## src/rtl/led_blink_scheduler_pkg.sv

```systemverilog
// Shared constants for the LED blink scheduler: FSM state encoding and
// the width of a requester index.
package led_blink_scheduler_pkg;

    localparam int REQ_IDX_W = 1;

    // 2-bit FSM encoding.
    localparam logic [1:0] S_IDLE = 2'd0;
    localparam logic [1:0] S_ON   = 2'd1;
    localparam logic [1:0] S_OFF  = 2'd2;
    localparam logic [1:0] S_DONE = 2'd3;

endpackage

```

## src/rtl/led_blink_scheduler_tick_gen.sv

```systemverilog
// Timebase prescaler: counts 0..TICK_DIV-1 and pulses tick_o for one cycle
// on the wrap. A synchronous clear holds the count at zero, so the first
// tick after the clear drops arrives TICK_DIV cycles later.
module blink_tick_gen
    import led_blink_scheduler_pkg::*;
#(
    parameter int TICK_DIV = 50000
) (
    input  logic clk,
    input  logic rst_n,
    input  logic clr_i,
    output logic tick_o
);

    localparam int CW = (TICK_DIV > 1) ? $clog2(TICK_DIV) : 1;

    logic [CW-1:0] cnt_q, cnt_d;

    assign tick_o = !clr_i && (cnt_q == CW'(TICK_DIV - 1));

    // Next count: hold at zero while cleared, wrap on the tick.
    always_comb begin
        cnt_d = cnt_q + CW'(1);
        if (clr_i || tick_o) begin
            cnt_d = '0;
        end
    end

    // Prescaler register with synchronous active-low reset.
    always_ff @(posedge clk) begin
        if (!rst_n) begin
            cnt_q <= '0;
        end else begin
            cnt_q <= cnt_d;
        end
    end

endmodule

```

## src/rtl/led_blink_scheduler.sv

```systemverilog
// Two-requester LED blink scheduler. A granted requester gets its LED
// blinked cnt times (ON_TICKS lit, OFF_TICKS dark per blink), then a
// one-cycle done pulse. Ties are broken round-robin.
//
// Handshake: req[i] is a level request held by requester i until it sees
// done with done_id == i (or it withdraws, which aborts without done).
// gnt[i] is the acknowledgement; cnt0/cnt1 are sampled only on the grant
// edge, and nothing on a non-granted line affects an active sequence.
module led_blink_scheduler
    import led_blink_scheduler_pkg::*;
#(
    parameter int TICK_DIV  = 50000,
    parameter int ON_TICKS  = 250,
    parameter int OFF_TICKS = 250
) (
    input  logic                 clk,
    input  logic                 rst_n,
    input  logic [1:0]           req,
    input  logic [3:0]           cnt0,
    input  logic [3:0]           cnt1,
    output logic [1:0]           gnt,
    output logic                 busy,
    output logic                 done,
    output logic [REQ_IDX_W-1:0] done_id,
    output logic                 ledpin
);

    localparam int MAXT = (ON_TICKS > OFF_TICKS) ? ON_TICKS : OFF_TICKS;
    localparam int PW   = (MAXT > 1) ? $clog2(MAXT) : 1;

    logic [1:0]           state_q, state_d;
    logic [3:0]           remaining_q, remaining_d;
    logic [PW-1:0]        period_q, period_d;
    logic [REQ_IDX_W-1:0] last_q, last_d;
    logic [REQ_IDX_W-1:0] idx_q, idx_d;
    logic [1:0]           gnt_q, gnt_d;
    logic                 busy_q, busy_d;
    logic                 done_q, done_d;
    logic [REQ_IDX_W-1:0] done_id_q, done_id_d;
    logic                 led_q, led_d;

    logic                 tick;
    logic                 tick_clr;
    logic [REQ_IDX_W-1:0] grant_sel;
    logic [3:0]           grant_cnt;

    // The prescaler only runs while a blink phase is in progress.
    assign tick_clr = (state_q == S_IDLE) || (state_q == S_DONE);

    blink_tick_gen #(
        .TICK_DIV(TICK_DIV)
    ) u_tick (
        .clk   (clk),
        .rst_n (rst_n),
        .clr_i (tick_clr),
        .tick_o(tick)
    );

    // Arbitration: single request wins outright, a tie goes to the
    // requester that was not served last.
    assign grant_sel = (req == 2'b01) ? 1'b0 :
                       (req == 2'b10) ? 1'b1 : ~last_q;
    assign grant_cnt = grant_sel ? cnt1 : cnt0;

    assign gnt     = gnt_q;
    assign busy    = busy_q;
    assign done    = done_q;
    assign done_id = done_id_q;
    assign ledpin  = led_q;

    // Scheduler FSM next-state and registered-output logic.
    always_comb begin
        state_d     = state_q;
        remaining_d = remaining_q;
        period_d    = period_q;
        last_d      = last_q;
        idx_d       = idx_q;
        gnt_d       = gnt_q;
        busy_d      = busy_q;
        done_d      = 1'b0;
        done_id_d   = done_id_q;
        led_d       = led_q;

        case (state_q)
            S_IDLE: begin
                gnt_d  = 2'b00;
                busy_d = 1'b0;
                led_d  = 1'b0;
                if (req != 2'b00) begin
                    idx_d       = grant_sel;
                    last_d      = grant_sel;
                    remaining_d = grant_cnt;
                    period_d    = '0;
                    gnt_d       = grant_sel ? 2'b10 : 2'b01;
                    busy_d      = 1'b1;
                    if (grant_cnt != 4'd0) begin
                        state_d = S_ON;
                        led_d   = 1'b1;
                    end else begin
                        state_d   = S_DONE;
                        done_d    = 1'b1;
                        done_id_d = grant_sel;
                    end
                end
            end

            S_ON: begin
                if (!req[idx_q]) begin
                    state_d  = S_IDLE;
                    gnt_d    = 2'b00;
                    busy_d   = 1'b0;
                    led_d    = 1'b0;
                    period_d = '0;
                end else if (tick) begin
                    if (period_q == PW'(ON_TICKS - 1)) begin
                        period_d = '0;
                        state_d  = S_OFF;
                        led_d    = 1'b0;
                    end else begin
                        period_d = period_q + PW'(1);
                    end
                end
            end

            S_OFF: begin
                if (!req[idx_q]) begin
                    state_d  = S_IDLE;
                    gnt_d    = 2'b00;
                    busy_d   = 1'b0;
                    led_d    = 1'b0;
                    period_d = '0;
                end else if (tick) begin
                    if (period_q == PW'(OFF_TICKS - 1)) begin
                        period_d    = '0;
                        remaining_d = remaining_q - 4'd1;
                        if (remaining_q == 4'd1) begin
                            state_d   = S_DONE;
                            done_d    = 1'b1;
                            done_id_d = idx_q;
                        end else begin
                            state_d = S_ON;
                            led_d   = 1'b1;
                        end
                    end else begin
                        period_d = period_q + PW'(1);
                    end
                end
            end

            S_DONE: begin
                state_d = S_IDLE;
                gnt_d   = 2'b00;
                busy_d  = 1'b0;
                led_d   = 1'b0;
            end

            default: begin
                state_d = S_IDLE;
                gnt_d   = 2'b00;
                busy_d  = 1'b0;
                led_d   = 1'b0;
            end
        endcase
    end

    // State and output registers; reset leaves requester 0 first in line.
    always_ff @(posedge clk) begin
        if (!rst_n) begin
            state_q     <= S_IDLE;
            remaining_q <= 4'd0;
            period_q    <= '0;
            last_q      <= 1'b1;
            idx_q       <= '0;
            gnt_q       <= 2'b00;
            busy_q      <= 1'b0;
            done_q      <= 1'b0;
            done_id_q   <= '0;
            led_q       <= 1'b0;
        end else begin
            state_q     <= state_d;
            remaining_q <= remaining_d;
            period_q    <= period_d;
            last_q      <= last_d;
            idx_q       <= idx_d;
            gnt_q       <= gnt_d;
            busy_q      <= busy_d;
            done_q      <= done_d;
            done_id_q   <= done_id_d;
            led_q       <= led_d;
        end
    end

endmodule

```

## config.mk

```make
export PLATFORM = sky130hd
export DESIGN_NAME = led_blink_scheduler
export DESIGN_NICKNAME = d
export VERILOG_FILES = /design/src/rtl/led_blink_scheduler_pkg.sv /design/src/rtl/led_blink_scheduler_tick_gen.sv /design/src/rtl/led_blink_scheduler.sv
export SDC_FILE = /design/constraint.sdc
export NUM_CORES = 1
export LEC_CHECK = 0
export ABC_AREA = 0
export ABC_CLOCK_PERIOD_IN_PS = 2100
export CAP_MARGIN = 10
export CORE_MARGIN = 5
export CORE_UTILIZATION = 50
export CTS_BUF_LIST = sky130_fd_sc_hd__clkbuf_4
export DETAILED_ROUTE_END_ITERATION = 16
export PLACE_DENSITY_LB_ADDON = 0.08
export SYNTH_ARGS = -nofsm -noshare
export SYNTH_HDL_FRONTEND = slang
export SYNTH_HIERARCHICAL = 1
export SYNTH_SLANG_ARGS = --single-unit
```

## constraint.sdc

```tcl
create_clock -name clk -period 2.1 [get_ports clk]
set_clock_uncertainty 0.1 [all_clocks]
set_input_delay 0.315 -clock clk [delete_from_list [all_inputs] [get_ports clk]]
set_output_delay 0.315 -clock clk [all_outputs]
set_load 0.02 [all_outputs]
```

==> results of run 1 <==
==> report_power, final <==
part | leakage [nW] | switching [mW] | internal, mW
Sequential | 0.312 | 0.0896 | 0.844
Clock | 0.0528 | 0.247 | 0.367
Combinational | 0.762 | 0.721 | 0.734
Total | 1.13 | 1.06 | 1.94
==> registers in the layout, summed over array words and instances (netlist names), 2 cells and up <==
register      count
u_tick/cnt_q     16
period_q          8
remaining_q       4
gnt               2
state_q           2
==> worst min path at each step <==
stage	to	startpoint	slack, ns	cells past startpoint
2_1_floorplan	u_tick/cnt_q[0]	u_tick/cnt_q[0]	0.34	1
5_1_grt	done_id	done_id	0.41	2
4_1_cts	done_id	done_id	0.38	2
6_report	done_id	done_id	0.37	2
3_5_place_dp	done_id	done_id	0.36	2
3_3_place_gp	done_id	done_id	0.35	2
==> worst reg2reg max path, stage by stage (launching register included) <==
cell      delay (ns)
dfxtp_2         0.37
ha_4            0.13
and3_4          0.17
nand4_1         0.14
nor2_2          0.14
inv_1           0.09
a311oi_4        0.33
nand4_4         0.16
or3_1           0.32
a21oi_1         0.13
==> final cells by class <==
class	count	area (µm²)	share of cell area
tap	50	62.6	0.0218
clock inverter	3	63.8	0.0222
inverter	15	56.3	0.0196
multi-input combinational	173	1330	0.464
clock buffer	5	37.5	0.0131
timing repair buffer	67	553	0.192
sequential	38	768	0.267
==> metrics by stage <==
| step | instance area (µm²) | setup WS (ns) |
|---|---|---|
| after floorplan | 2090 | -0.0956 |
| final | 2870 | -0.0502 |
| after CTS | 2820 | -0.0630 |
| after global placement | 2660 | -0.219 |
| after detailed placement | 2660 | -0.242 |
| after global routing | 2870 | -0.163 |
==> cells in the mapped netlist (all sizes together) (3+ instances only) <==
library cell  instances  area [µm²]
a21boi                5        37.5
a21oi                10        50.1
clkbuf                3        11.3
dfxtp                38         761
ha                    9         113
inv                  15        56.3
mux2i                 6        60.1
nand2                18        67.6
nand2b                3        18.8
nand3                 9        62.6
nand4                 7        71.3
nor2                 34         133
nor3                  5        25.0
nor4                  6        68.8
o21ai                11        55.1
xnor2                12         105
xor2                  6        52.6
==> per-layer routing <==
layer	global-route usage	vias to the layer above	routed length (µm)
met5	0	-	0
met4	0.0724	0	81
met3	0.0284	7	168
met2	0.333	33	2390
met1	0.236	856	2110
li1	-	942	-
==> cell families after synthesis <==
group           synth area share
simple gates               0.279
compound gates             0.139
flops                      0.372
buf+inv                   0.0410
xor+xnor                  0.0771
fa+ha+maj                 0.0550
mux                       0.0367
==> timing repair <==
item                       in CTS  in global routing
hold endpoints to repair        0                  0
resized for setup              14                 15
buffers inserted                0                  1
pin swaps                      15                  8
setup endpoints to repair      13                 16
==> impl_metrics.tcl, run 1 <==
set metrics [dict create \
    grt_util_all_layers 0.190 \
    post-route-util 0.724 \
    drt_iter0_drc 106 \
    vias_per_cell 5.24 \
    grt-ovfl-total 0 \
    cp_cell_sequence "ha_4 -> and3_4 -> nand4_1 -> nor2_2 -> inv_1 -> a311oi_4 -> nand4_4 -> or3_1 -> a21oi_1" \
    critPathCapture "period_q[7]" \
    cts_hold_buf 0 \
    vias 1838 \
    synth.cell_area_mm2 0.00205 \
    syn_avg_cell_area_um2 8.86 \
    mostFrequentLayoutCells "buf_4 (48), dfxtp_1 (32), nor2_1 (28)" \
    async_flop_share 0 \
    detail_route.drc_violations 0 \
    clock_latency_ns 0.35 \
    worst-path-stages 9 \
    r2r_setup_slack_ns -0.05 \
    cp_slowest_cell "dfxtp_2" \
    rsz0062_at_grt "yes" \
    n_fill_cell 326 \
    worstPathMaxFanout 4 \
    synth-main-ff-cell "dfxtp_1" \
    coreArea_mm2 0.00397 \
    worstSetupPathType "reg -> reg" \
    grt_start_max_net_pins 17 \
    crit_start "u_tick/cnt_q[1]" \
    antennaDiodeCount 0 \
    synthDistinctLibCells 52 \
    drtAntennaViolNets 0 \
    clk_pin_slew_worst_paths_ns 0.12 \
    period_needed_ns 2.15 \
    start_util 0.515 \
    cts_inserted_buffers 5 \
    rr_endpoint "period_q[7]" \
    critPathArrivalTime_ns 2.34 \
    path_delay_family "simple AND/OR/NAND/NOR gates" \
    drive_gt1_frac 0.332 \
    syn_inst 231 \
    slowest_delay_ns 0.37 \
    cp_num_buf_inv 1 \
    grt_antenna_before_repair 0 \
    hpwl_um 3470 \
    place_congestion 0.807 \
    die_w_um 74.0 \
    cp-start-kind "flop" \
    cts_tree "yes" \
    maxCapViolCount 0 \
    clockBufferDepth 2 \
    die_h_um 74.0 \
    root_buffer "clkbuf_4" \
    layout.nets 321 \
    drt-total-wl_um 4750 \
    ys_seq_elements 38 \
    whs_ns 0.367 \
    crit_required_ns 2.29 \
    outcome "complete, but fails checks" \
    ff2ff_path_depth 9 \
    cts_sinks 38 \
    area_growth_pct 40.5 \
    io_pins 18 \
    grt_pass1_vias 1828 \
    wl_per_cell_um 13.5 \
    fp-row-count 23 \
    hold_viol_final 0 \
    io_buffers 17 \
    end_kind "flop" \
    tns_ns -0.164 \
    r2r_start "u_tick/cnt_q[1]" \
    firstDrtPassIters 4 \
    yosysSeqAreaShare 0.372 \
    finalPower_mw 3.00 \
    ir_worst_vdd_mv 0.592 \
    fin_cells 351 \
    synth-edff-count 0 \
    final_common_cell "buf_4" \
    htree_levels 2 \
    slew_viol_final 0 \
    slew_headroom 0.735 \
    fin_crit_sh 1.02 \
    violations "setup timing" \
    hold_class "reg -> reg" \
    leakage_nw 1.13 \
    fmax_mhz 465 \
    ys_warn_count 6 \
    p_per_area_mw_per_mm2 1040 \
    synth.net_count 252 \
    grt_pass1_wl_um 8090 \
    die_area_mm2 0.00547 \
    setup_slack_ns -0.0502 \
    place_inst 342 \
    worst_pin_slew_ns 0.393 \
    setup_violations 6 \
]
(Power assumes the default switching activity.)
==> run 2, diff against run 1 <==
--- a/config.mk
+++ b/config.mk
@@ -13,6 +13,7 @@
 export CTS_BUF_LIST = sky130_fd_sc_hd__clkbuf_4
 export DETAILED_ROUTE_END_ITERATION = 16
 export PLACE_DENSITY_LB_ADDON = 0.08
+export SETUP_SLACK_MARGIN = 0.02
 export SYNTH_ARGS = -nofsm -noshare
 export SYNTH_HDL_FRONTEND = slang
 export SYNTH_HIERARCHICAL = 1
==> impl_metrics.tcl, run 2 (synthesized netlist as in run 1, its figures left out) <==
set metrics [dict create \
    outcome "complete, but fails checks" \
    violations "setup timing" \
    drt-total-wl_um 4570 \
    fin_crit_sh 1.06 \
    setup_violations 13 \
    detail_route.drc_violations 0 \
    cts_sinks 38 \
    vias 1832 \
    die_h_um 74.0 \
    grt_pass1_wl_um 7780 \
    hold_viol_final 0 \
    antennaDiodeCount 0 \
    slew_headroom 0.739 \
    grt_pass1_vias 1823 \
    worstPathMaxFanout 8 \
    crit_required_ns 2.24 \
    dp_slack_ns -0.305 \
    coreArea_mm2 0.00397 \
    rsz0062_at_grt "yes" \
    maxCapViolCount 0 \
    drt_iter0_drc 82 \
    critPathArrivalTime_ns 2.36 \
    reg.largest.list "u_tick/cnt_q x16, period_q x8, remaining_q x4" \
    die_w_um 74.0 \
    slew_viol_final 0 \
    regArea_um2 763 \
    clockBufferDepth 2 \
    fmax_mhz 449 \
    r2r_setup_slack_ns -0.12 \
    io_pins 18 \
    start_util 0.515 \
    firstDrtPassIters 4 \
    crit_start "u_tick/cnt_q[0]" \
    root_buffer "clkbuf_4" \
    hold_class "reg -> reg" \
    ff2ff_path_depth 11 \
    final_common_cell "buf_4" \
    grt-ovfl-total 0 \
    ir_worst_vdd_mv 0.623 \
    mostFrequentLayoutCells "buf_4 (47), dfxtp_1 (36), nor2_1 (25)" \
    htree_levels 2 \
    vias_per_cell 5.23 \
    top_register "u_tick/cnt_q" \
    worst_pin_slew_ns 0.388 \
    cts_hold_buf 0 \
    drive_gt1_frac 0.340 \
    place_congestion 0.849 \
    wl_per_cell_um 13.1 \
    layout.nets 320 \
    n_fill_cell 347 \
    multiInputGateArea_mm2 0.00135 \
    p_per_area_mw_per_mm2 987 \
    rr_endpoint "period_q[6]" \
    io_buffers 17 \
    grt_start_max_net_pins 17 \
    cts_tree "yes" \
    grt_antenna_before_repair 0 \
    area_growth_pct 38.2 \
    largest_register_ffs 16 \
    grt_util_all_layers 0.180 \
    critPathCapture "period_q[6]" \
    clock_latency_ns 0.34 \
    fp-row-count 23 \
    end_kind "flop" \
    r2r_start "u_tick/cnt_q[0]" \
    setup_slack_ns -0.125 \
    clk_pin_slew_worst_paths_ns 0.11 \
    leakage_nw 1.10 \
    drtAntennaViolNets 0 \
    hpwl_um 3220 \
    whs_ns 0.365 \
    die_area_mm2 0.00547 \
    worstSetupPathType "reg -> reg" \
    period_needed_ns 2.22 \
    cts_inserted_buffers 5 \
    cp-start-kind "flop" \
]
-- run 2: what timing repair did --
action	4_1_cts	5_1_grt
pin swaps	18	11
buffers inserted	4	3
hold endpoints to repair	0	0
endpoints found under the setup margin	13	17
resized for setup	19	14
-- run 2: critical path, stage by stage (launching register included) --
cell,delay (ns)
dfxtp_2,0.37
ha_4,0.13
and3_4,0.18
nand4_1,0.14
nor2_2,0.16
nand4b_1,0.17
nor2_2,0.17
buf_4,0.15
nor2_2,0.04
o31ai_2,0.24
buf_4,0.24
nor2_1,0.05
-- run 2: area by class of cell --
class                      instances  area share
inverter                          15      0.0199
multi-input combinational        173       0.476
clock inverter                     2     0.00310
clock buffer                       6      0.0159
tap                               50      0.0221
sequential                        38       0.270
timing repair buffer              66       0.193
-- run 2: worst min-delay path by stage --
| stage | startpoint | endpoint | slack [ns] | cells after the start |
|---|---|---|---|---|
| 6_report | done_id | done_id | 0.36 | 2 |
| 5_1_grt | done_id | done_id | 0.41 | 2 |
| 4_1_cts | done_id | done_id | 0.37 | 2 |
| 3_5_place_dp | done_id | done_id | 0.36 | 2 |
| 3_3_place_gp | done_id | done_id | 0.35 | 2 |
| 2_1_floorplan | u_tick/cnt_q[0] | u_tick/cnt_q[0] | 0.34 | 1 |
-- run 2: per-stage QoR --
stage               cell area, µm²  instances  setup TNS [ns]  total power, mW   util
finish                        2830        350           -1.26             2.79  0.712
global route                  2830        350           -3.47             2.99  0.712
CTS                           2780        349          -0.456             2.72  0.700
detailed placement            2630        338           -2.38             2.21  0.663
global placement              2630        338           -1.88             2.20  0.663
floorplan                     2090        231          -0.286             1.76      -
-- run 2: routing by layer --
metal  GRT usage  wire, µm  part of all wire
met1       0.216      2050              0.45
met2       0.316      2240              0.49
met3      0.0432       199             0.044
met4      0.0563        85             0.019
met5           0         0                 0
-- run 2: report_power, final --
group | internal, mW | switching [mW]
registers | 0.844 | 0.0942
clock network | 0.139 | 0.236
logic | 0.731 | 0.745
total | 1.71 | 1.08
